[config.mk]
export PLATFORM = sky130hd
export DESIGN_NAME = gate_test_ctrl
export DESIGN_NICKNAME = d
export VERILOG_FILES = /design/src/rtl/gate_test_ctrl.sv
export SDC_FILE = /design/constraint.sdc
export NUM_CORES = 1
export LEC_CHECK = 0
export CAP_MARGIN = 20
export CORE_ASPECT_RATIO = 1.2
export CORE_MARGIN = 4
export CORE_UTILIZATION = 30
export DETAILED_ROUTE_END_ITERATION = 6
export PLACE_DENSITY_LB_ADDON = 0.3
export SKIP_LAST_GASP = 1
export SLEW_MARGIN = 40
export SYNTH_ARGS = -nofsm -noshare
export SYNTH_HDL_FRONTEND = slang
export SYNTH_SLANG_ARGS = --single-unit
export TNS_END_PERCENT = 30
[constraint.sdc]
create_clock -name clk -period 2.5 [get_ports clk]
set_input_delay 0.375 -clock clk [delete_from_list [all_inputs] [get_ports clk]]
set_output_delay 0.375 -clock clk [all_outputs]
set_load 0.005 [all_outputs]
[src/rtl/gate_test_ctrl.sv]
// Two-input gate tester: sweeps {in1,in0} through 00..11 for a number of loops and
// counts output mismatches. Optional sticky per-vector fail map under GATE_TEST_FAILMAP_EN.
module gate_test_ctrl #(
    parameter int STEP_W = 8
) (
    input  logic              clk,
    input  logic              rst,
    input  logic              start,
    input  logic              abort,
    input  logic [STEP_W-1:0] step,
    input  logic [STEP_W-1:0] sample_dly,
    input  logic [3:0]        truth,
    input  logic [3:0]        loops,
    input  logic              dut_out,
    output logic              in0,
    output logic              in1,
    output logic              busy,
    output logic              done,
    output logic [STEP_W-1:0] err_cnt,
    output logic              pass,
    output logic [1:0]        dbg_state
`ifdef GATE_TEST_FAILMAP_EN
    ,
    output logic [3:0]        fail_map
`endif
);

    typedef enum logic [1:0] {
        IDLE = 2'd0,
        RUN  = 2'd1,
        FIN  = 2'd2
    } state_t;

    localparam logic [STEP_W-1:0] ONE  = STEP_W'(1);
    localparam logic [STEP_W-1:0] ALL1 = '1;

    state_t            state_q;
    logic [STEP_W-1:0] step_q, dly_q, cnt_q, err_q;
    logic [3:0]        truth_q, loops_q, sweep_q;
    logic [1:0]        vec_q;
    logic              busy_q, done_q, pass_q;
`ifdef GATE_TEST_FAILMAP_EN
    logic [3:0]        fail_map_q;
`endif

    logic [STEP_W-1:0] s_eff_d, d_raw_d, d_eff_d, err_d;
    logic [3:0]        l_eff_d;
    logic              mismatch_d;

    // Effective run parameters are computed from the live inputs and latched on start.
    always_comb begin
        s_eff_d    = (step == '0) ? ONE : step;
        d_raw_d    = (sample_dly == '0) ? ONE : sample_dly;
        d_eff_d    = (d_raw_d > s_eff_d) ? s_eff_d : d_raw_d;
        l_eff_d    = (loops == 4'd0) ? 4'd1 : loops;
        mismatch_d = (cnt_q == dly_q) && (dut_out != truth_q[vec_q]);
        err_d      = (mismatch_d && (err_q != ALL1)) ? err_q + ONE : err_q;
    end

    always_ff @(posedge clk or negedge rst) begin
        if (!rst) begin
            state_q    <= IDLE;
            step_q     <= '0;
            dly_q      <= '0;
            cnt_q      <= '0;
            err_q      <= '0;
            truth_q    <= '0;
            loops_q    <= '0;
            sweep_q    <= '0;
            vec_q      <= '0;
            busy_q     <= 1'b0;
            done_q     <= 1'b0;
            pass_q     <= 1'b0;
`ifdef GATE_TEST_FAILMAP_EN
            fail_map_q <= '0;
`endif
        end else begin
            case (state_q)
                IDLE: begin
                    if (start) begin
                        state_q    <= RUN;
                        step_q     <= s_eff_d;
                        dly_q      <= d_eff_d;
                        truth_q    <= truth;
                        loops_q    <= l_eff_d;
                        cnt_q      <= ONE;
                        sweep_q    <= 4'd1;
                        vec_q      <= 2'd0;
                        err_q      <= '0;
                        pass_q     <= 1'b0;
                        busy_q     <= 1'b1;
`ifdef GATE_TEST_FAILMAP_EN
                        fail_map_q <= '0;
`endif
                    end
                end
                RUN: begin
                    // Abort wins over both the sample on this edge and FIN entry.
                    if (abort) begin
                        state_q <= IDLE;
                        busy_q  <= 1'b0;
                        pass_q  <= 1'b0;
                        vec_q   <= 2'd0;
                    end else begin
                        err_q <= err_d;
`ifdef GATE_TEST_FAILMAP_EN
                        if (mismatch_d) fail_map_q[vec_q] <= 1'b1;
`endif
                        if (cnt_q == step_q) begin
                            cnt_q <= ONE;
                            if (vec_q == 2'd3) begin
                                vec_q <= 2'd0;
                                if (sweep_q == loops_q) begin
                                    state_q <= FIN;
                                    busy_q  <= 1'b0;
                                    done_q  <= 1'b1;
                                    pass_q  <= (err_d == '0);
                                end else begin
                                    sweep_q <= sweep_q + 4'd1;
                                end
                            end else begin
                                vec_q <= vec_q + 2'd1;
                            end
                        end else begin
                            cnt_q <= cnt_q + ONE;
                        end
                    end
                end
                FIN: begin
                    state_q <= IDLE;
                    done_q  <= 1'b0;
                end
                default: begin
                    state_q <= IDLE;
                    busy_q  <= 1'b0;
                    done_q  <= 1'b0;
                    vec_q   <= 2'd0;
                end
            endcase
        end
    end

    assign in0       = vec_q[0];
    assign in1       = vec_q[1];
    assign busy      = busy_q;
    assign done      = done_q;
    assign err_cnt   = err_q;
    assign pass      = pass_q;
    assign dbg_state = state_q;
`ifdef GATE_TEST_FAILMAP_EN
    assign fail_map  = fail_map_q;
`endif

endmodule

==> flow_metrics.tcl, run 1 <==
set metrics [dict create \
    die_w_um 101.1 \
    synth_area_um2 3118 \
    timing.critical_path.from "step[5]" \
    min_period_over_period_pct 88.53 \
    layout_commonest_cell "nand2_1" \
    diodes 0 \
    synth_edf_count 0 \
    yosysSeqAreaShare_pct 40.93 \
    timing.fmax_mhz 451.8 \
    clk_pin_slew_ns 0.07 \
    fp.dieH_um 119.7 \
    post_dp_cell_area_um2 3806 \
    post_cts_buffers 0 \
    area_growth_syn_to_layout_pct 26.85 \
    syn_inst 351 \
    portBuffers 43 \
    peakVddDrop_mv 0.3555 \
    num_vias 2715 \
    design_power_total_mw 3.374 \
    grt_pass1_vias 2717 \
    worstMarginPinSlew_ns 0.6564 \
    nNetsFinal 443 \
    ys_ff_latch 51 \
    critPathMaxFanout 9 \
    worst_ep_arrival_time_ns 2.42 \
    max-slew-margin-rel_pct 56.24 \
    drv_cap 0 \
    seq_area_um2 1276 \
    rr_startpoint "vec_q[0]$_DFFE_PN0P_" \
    clk-insertion-delay-late_ns 0.29 \
    cts_hold_buffers 0 \
    multi_input_area_um2 1704 \
    rsz0062_at_grt "false" \
    cp-start-kind "input pin" \
    viasPerCell 5.132 \
    hpwl_um 5774 \
    synth_area_leaders "dfrtp_1, nand2_1, ha_1" \
    final.fill_count 1012 \
    drc 0 \
    coreArea_um2 10110 \
    fin_area_um2 3955 \
    synthFlopType "dfrtp_1" \
    ys_warn_count 0 \
    drt-initial-drc-count 146 \
    cts_root_buf "clkbuf_16" \
    leakage_nw 1.701 \
    grt_max_degree 33 \
    worstSetupEndpointType "flip-flop" \
    antenna_found_initial 0 \
    drive_gt1_share_pct 9.429 \
    mappedNetlistNets 392 \
    synth.largest_area_cell "dfrtp_1" \
    ys_types 45 \
    grt_pass1_wl_um 12850 \
    fin_skew_ns 0.007510 \
    numCtsBuffers 5 \
    setup_viol 0 \
    status "finished, final reports clean" \
    place_congestion 0.7979 \
    criticalPathCategory "input pin to flip-flop" \
    numClockSinks 51 \
    initial_utilization_pct 30.84 \
    dr.pass1.iters 4 \
    ant_nets 0 \
    htree_levels 2 \
    slew_violations 0 \
    wl_per_cell_um 14.17 \
    final_cell_mix "nand2_1, dfrtp_1, clkdlybuf4s50_1" \
    post_cts_resized 0 \
    layout.cells.non_filler 529 \
    die-area_um2 12100 \
    finalHoldViolCount 0 \
    p_per_area_nw_per_um2 853.0 \
    pin_count 44 \
    grt-ovfl-total 0 \
    synth.top_cell.area_share_pct 40.93 \
    fin_crit_ns 2.213 \
    hold_class "input pin to asynchronous set/reset pin" \
    synthArstFlopShare_pct 100.0 \
    cp_data_required_time_ns 2.71 \
    grt_usage_pct 12.91 \
    cts_tree "done" \
    synth_area_per_cell_um2 8.883 \
    clock_path_buffers 2 \
    wl_um 7495 \
    dp_cells 521 \
    rows 40 \
]
per-stage QoR:
stage | utilization (%) | hold slack, ns | setup TNS, ns | setup slack, ns
2_1_floorplan | - | 0.07941 | 0 | 0.3774
3_3_place_gp | 37.62 | 0.4485 | 0 | 0.006865
3_5_place_dp | 37.65 | 0.4504 | -0.1781 | -0.02676
4_1_cts | 39.12 | 0.1373 | 0 | 0.2735
5_1_grt | 39.12 | 0.1594 | 0 | 0.07118
6_report | 39.12 | 0.1050 | 0 | 0.2867
cell type report:
class	count	share of cell area, %
tap	126	3.986
inverter	16	1.519
clock inverter	3	0.6011
sequential	51	32.27
clock buffer	5	3.164
timing repair buffer	64	15.37
multi-input combinational	264	43.09
worst max-delay path: stages:
cell and delay, ns:
clkdlybuf4s50_1 0.47, buf_4 0.11, inv_1 0.04, ha_1 0.30, a21oi_1 0.15, nor2b_1 0.06
o21ai_0 0.15, nand2b_1 0.22, o21a_1 0.34, o211ai_1 0.20
worst paths after layout:
kind                       slack [ns]  cells past startpoint                     to
max                              0.29                     10   dly_q[2]$_DFFE_PN0P_
min                              0.10                      1       busy$_DFFE_PN0P_
max reg2reg                      0.31                      6       pass$_DFFE_PN0P_
min reg2reg                      0.50                      2  step_q[5]$_DFFE_PN0P_
max in group asynchronous        1.82                      2   dly_q[2]$_DFFE_PN0P_
min in group clk                 0.50                      2  step_q[5]$_DFFE_PN0P_
synthesized netlist by cell type (4+ instances only):
library cell	n
a31oi_1	5
o31ai_1	8
a21oi_1	5
clkbuf_1	16
xnor2_1	17
xor2_1	7
nand2b_1	8
dfrtp_1	51
ha_1	12
o21ai_0	28
a21o_1	5
inv_1	16
nand4_1	11
o2111ai_1	5
and3_1	8
o211ai_1	14
nor2_1	20
nand3_1	10
nor2b_1	11
mux2i_1	4
nand2_1	52
state kept, by name (all words and copies together) (netlist names):
| signal | flops |
|---|---|
| busy | 1 |
| cnt_q | 8 |
| dbg_state | 2 |
| dly_q | 8 |
| done | 1 |
| err_cnt | 8 |
| loops_q | 4 |
| pass | 1 |
| step_q | 8 |
| sweep_q | 4 |
| truth_q | 4 |
| vec_q | 2 |
where the power goes:
part / internal (mW) / leakage, nW / total (mW) / switching [mW]
clock network: 0.375 / 0.0664 / 0.692 / 0.317
registers: 1.09 / 0.655 / 1.36 / 0.267
logic: 0.630 / 0.979 / 1.33 / 0.695
total: 2.10 / 1.70 / 3.37 / 1.28
metal layers:
metal,GRT usage (%),part of all wire (%),vias to the layer above
li1,-,-,1351
met4,3.907,1.4,0
met1,17.22,46,1305
met2,21.48,50,52
met3,1.802,3.2,7
met5,0,0,-
cells by family (layout without fill, tap and decap cells):
logic type      Yosys count  after routing  share of synthesized area, %
simple gates            134            134                         21.27
xor+xnor                 25             25                         7.263
mux                       5              5                         2.006
compound gates           88             88                         19.22
flops                    51             51                         40.93
buf+inv                  36             88                         4.495
fa+ha+maj                12             12                         4.815
No activity file was read; power rests on OpenSTA's default activity.
==> run 2, diff against run 1 <==
CORE_ASPECT_RATIO = default   (was 1.2)
REMOVE_ABC_BUFFERS = 1   (was default)
SKIP_LAST_GASP = default   (was 1)
==> flow_metrics.tcl, run 2 (synthesized netlist as in run 1, its figures left out) <==
set metrics [dict create \
    status "finished, final reports clean" \
    max-slew-margin-rel_pct 52.87 \
    grt_pass1_wl_um 12720 \
    criticalPathCategory "flip-flop to flip-flop" \
    die_w_um 109.9 \
    portBuffers 43 \
    cp-start-kind "flip-flop" \
    worst_ep_arrival_time_ns 2.55 \
    whs_ns 0.1015 \
    peakVddDrop_mv 0.3758 \
    num_vias 2711 \
    fin_crit_ns 2.321 \
    rsz0062_at_grt "false" \
    post_cts_resized 0 \
    post_dp_cell_area_um2 3797 \
    p_per_area_nw_per_um2 845.4 \
    numCtsBuffers 5 \
    viasPerCell 5.011 \
    cts_root_buf "clkbuf_8" \
    cts_hold_buffers 0 \
    cts_tree "done" \
    dp_cells 529 \
    tns_ns 0 \
    final.fill_count 1002 \
    crit_end "pass$_DFFE_PN0P_" \
    numClockSinks 51 \
    crit_buf_inv 2 \
    slowest_stage "mux4_2" \
    fin_skew_ns 0.01114 \
    diodes 0 \
    htree_levels 2 \
    min_period_over_period_pct 92.85 \
    slew_violations 0 \
    timing.fmax_mhz 430.8 \
    rows 36 \
    setup_viol 0 \
    r2r_end "pass$_DFFE_PN0P_" \
    clock_path_buffers 2 \
    fin_ws_ns 0.1787 \
    grt_usage_pct 13.19 \
    crit_chain "mux4_2 > xnor2_2 > nor3_4 > buf_12 > buf_4 > a2111oi_4 > o22ai_1 > o31ai_1" \
    layout.cells.non_filler 541 \
    grt_max_degree 32 \
    leakage_nw 1.714 \
    grt-ovfl-total 0 \
    r2r_setup_slack_ns 0.18 \
    drc 0 \
    rr_startpoint "vec_q[0]$_DFFE_PN0P_" \
    cp_data_required_time_ns 2.73 \
    initial_utilization_pct 31.32 \
    post-place-ws_ns -0.06514 \
    wl_um 7475 \
    timing.critical_path.from "vec_q[0]$_DFFE_PN0P_" \
    final_util_pct 39.76 \
    drive_gt1_share_pct 10.54 \
    final_cell_mix "nand2_1, dfrtp_1, clkdlybuf4s50_1" \
    worst-path-stages 8 \
    fin_area_um2 3958 \
    nNetsFinal 448 \
    grt_pass1_vias 2680 \
    die-area_um2 12090 \
    ant_nets 0 \
    critPathMaxFanout 14 \
    hold_class "input pin to asynchronous set/reset pin" \
    clk_pin_slew_ns 0.10 \
    antenna_found_initial 0 \
    coreArea_um2 9955 \
    wl_per_cell_um 13.82 \
    design_power_total_mw 3.346 \
    drt-initial-drc-count 100 \
    hpwl_um 5776 \
    crit_family "compound AO/OA/AOI/OAI gates" \
    fp.dieH_um 109.9 \
    pin_count 44 \
    drv_cap 0 \
    worstSetupEndpointType "flip-flop" \
    dr.pass1.iters 4 \
    r2r_cells 8 \
    finalHoldViolCount 0 \
    worstMarginPinSlew_ns 0.7070 \
    clk-insertion-delay-late_ns 0.31 \
    layout_commonest_cell "nand2_1" \
    post_cts_buffers 0 \
    area_growth_syn_to_layout_pct 26.93 \
    max_stage_delay_ns 0.53 \
    place_congestion 0.8169 \
]
[run 2: changes by cell type in the layout (fill, tap and decap cells not counted), moves of 2 or more]
| cell | change |
|---|---|
| clkinvlp_4 | -2 |
| clkbuf_8 | +6 |
| clkbuf_16 | -5 |
| buf_4 | +6 |
[run 2: per-layer routing]
metal | vias to the layer above | track usage [%] | part of all wire, %
met2 | 63 | 22.10 | 47
met5 | - | 0 | 0
met4 | 0 | 4.007 | 1.6
met1 | 1279 | 17.44 | 46
li1 | 1360 | - | -
met3 | 9 | 2.055 | 5.2
[run 2: power by group]
group	total, mW	switching, mW	internal [mW]
Clock	0.604	0.280	0.324
Sequential	1.31	0.222	1.09
Combinational	1.43	0.759	0.672
Total	3.35	1.26	2.09
[run 2: worst min path at each step]
stage / to / slack [ns] / depth (start not counted)
floorplan: busy$_DFFE_PN0P_ / 0.08 / 0
global placement: err_cnt[5]$_DFFE_PN0P_ / 0.47 / 1
detailed placement: err_cnt[5]$_DFFE_PN0P_ / 0.47 / 1
CTS: err_cnt[5]$_DFFE_PN0P_ / 0.13 / 1
global route: err_cnt[4]$_DFFE_PN0P_ / 0.15 / 1
finish: err_cnt[4]$_DFFE_PN0P_ / 0.10 / 1
[run 2: final cells by class]
| cell class | count | area [µm²] | share of cell area [%] |
|---|---|---|---|
| tap | 133 | 166.4 | 4.205 |
| multi-input combinational | 264 | 1704 | 43.06 |
| inverter | 16 | 60.06 | 1.518 |
| clock buffer | 6 | 82.58 | 2.087 |
| timing repair buffer | 69 | 633.1 | 16.00 |
| sequential | 51 | 1276 | 32.25 |
| clock inverter | 2 | 35.03 | 0.8852 |
[run 2: worst reg2reg max path: stages, from the launching register on]
cell	delay, ns
dfrtp_1	0.39
mux4_2	0.53
xnor2_2	0.26
nor3_4	0.09
buf_12	0.15
buf_4	0.14
a2111oi_4	0.34
o22ai_1	0.11
o31ai_1	0.23
==> run 3, diff against run 2 <==
MAX_ROUTING_LAYER = met4   (was default)
==> flow_metrics.tcl, run 3 (synthesized netlist as in run 1, its figures left out) <==
set metrics [dict create \
    fp.dieH_um 109.9 \
    htree_levels 2 \
    fin_crit_ns 2.321 \
    critPathMaxFanout 14 \
    final_cell_mix "nand2_1, dfrtp_1, clkdlybuf4s50_1" \
    rows 36 \
    leakage_nw 1.714 \
    setup_viol 0 \
    clock_path_buffers 2 \
    layout_commonest_cell "nand2_1" \
    grt_usage_pct 13.57 \
    r2r_cells 8 \
    status "finished, final reports clean" \
    initial_utilization_pct 31.32 \
    drive_gt1_share_pct 10.54 \
    nNetsFinal 448 \
    rr_startpoint "vec_q[0]$_DFFE_PN0P_" \
    final_util_pct 39.76 \
    crit_chain "mux4_2 > xnor2_2 > nor3_4 > buf_12 > buf_4 > a2111oi_4 > o22ai_1 > o31ai_1" \
    hpwl_um 5776 \
    max_stage_delay_ns 0.53 \
    place_congestion 0.8291 \
    die-area_um2 12090 \
    rsz0062_at_grt "false" \
    diodes 0 \
    crit_buf_inv 2 \
    num_vias 2711 \
    post_dp_cell_area_um2 3797 \
    wl_um 7475 \
    drc 0 \
    design_power_total_mw 3.346 \
    fin_ws_ns 0.1789 \
    max-slew-margin-rel_pct 52.86 \
    pin_count 44 \
    layout.cells.non_filler 541 \
    cts_root_buf "clkbuf_8" \
    clk_pin_slew_ns 0.10 \
    whs_ns 0.1013 \
    area_growth_syn_to_layout_pct 26.93 \
    dp_cells 529 \
    ant_nets 0 \
    antenna_found_initial 0 \
    numCtsBuffers 5 \
    slowest_stage "mux4_2" \
    clk-insertion-delay-late_ns 0.31 \
    finalHoldViolCount 0 \
    worstSetupEndpointType "flip-flop" \
    post-place-ws_ns -0.06514 \
    r2r_end "pass$_DFFE_PN0P_" \
    grt_pass1_wl_um 12720 \
    hold_class "input pin to asynchronous set/reset pin" \
    wl_per_cell_um 13.82 \
    r2r_setup_slack_ns 0.18 \
    cp_data_required_time_ns 2.73 \
    grt_max_degree 32 \
    drv_cap 0 \
    coreArea_um2 9955 \
    slew_violations 0 \
    p_per_area_nw_per_um2 845.4 \
    drt-initial-drc-count 100 \
    peakVddDrop_mv 0.3756 \
    cts_hold_buffers 0 \
    grt-ovfl-total 0 \
    tns_ns 0 \
    crit_family "compound AO/OA/AOI/OAI gates" \
    timing.fmax_mhz 430.8 \
    min_period_over_period_pct 92.84 \
    fin_skew_ns 0.01129 \
    portBuffers 43 \
    numClockSinks 51 \
    dr.pass1.iters 4 \
    die_w_um 109.9 \
    worstMarginPinSlew_ns 0.7071 \
    worst_ep_arrival_time_ns 2.55 \
    cp-start-kind "flip-flop" \
    grt_pass1_vias 2681 \
    criticalPathCategory "flip-flop to flip-flop" \
    cts_tree "done" \
    fin_area_um2 3958 \
    viasPerCell 5.011 \
]
run 3: cell counts in the layout (fill, tap and decap cells not counted):
Identical to the previous run, type by type.
run 3: metal layers:
layer / up-vias / GRT usage [%] / share of wire, %
met4: 0 / 4.007 / 1.6
met1: 1279 / 17.52 / 46
met3: 9 / 1.938 / 5.2
met5: - / - / 0
li1: 1360 / - / -
met2: 63 / 22.10 / 47
run 3: where the power goes:
group | leakage, nW | internal [mW] | total (mW) | switching [mW]
logic | 0.998 | 0.672 | 1.43 | 0.759
registers | 0.655 | 1.09 | 1.31 | 0.222
clock network | 0.0612 | 0.324 | 0.604 | 0.280
total | 1.71 | 2.09 | 3.35 | 1.26
run 3: area by class of cell:
| class | instances | area, µm² |
|---|---|---|
| fill | 1002 | 5997 |
| multi-input combinational | 264 | 1704 |
| sequential | 51 | 1276 |
| timing repair buffer | 69 | 633.1 |
| tap | 133 | 166.4 |
| clock buffer | 6 | 82.58 |
| inverter | 16 | 60.06 |
| clock inverter | 2 | 35.03 |
run 3: repair_timing:
item                       CTS  global route
setup endpoints to repair    0             1
setup buffers                0             4
resized for setup            0             0
run 3: worst max-delay path by stage:
stage,slack (ns),from,cells past startpoint,to
floorplan,0.27,dbg_state[1]$_DFFE_PN0P_,5,err_cnt[1]$_DFFE_PN0P_
global route,0.04,vec_q[0]$_DFFE_PN0P_,8,pass$_DFFE_PN0P_
global placement,0.002,step[5],11,dly_q[7]$_DFFE_PN0P_
finish,0.18,vec_q[0]$_DFFE_PN0P_,8,pass$_DFFE_PN0P_
detailed placement,-0.07,sample_dly[4],10,dly_q[4]$_DFFE_PN0P_
CTS,0.17,vec_q[0]$_DFFE_PN0P_,6,pass$_DFFE_PN0P_
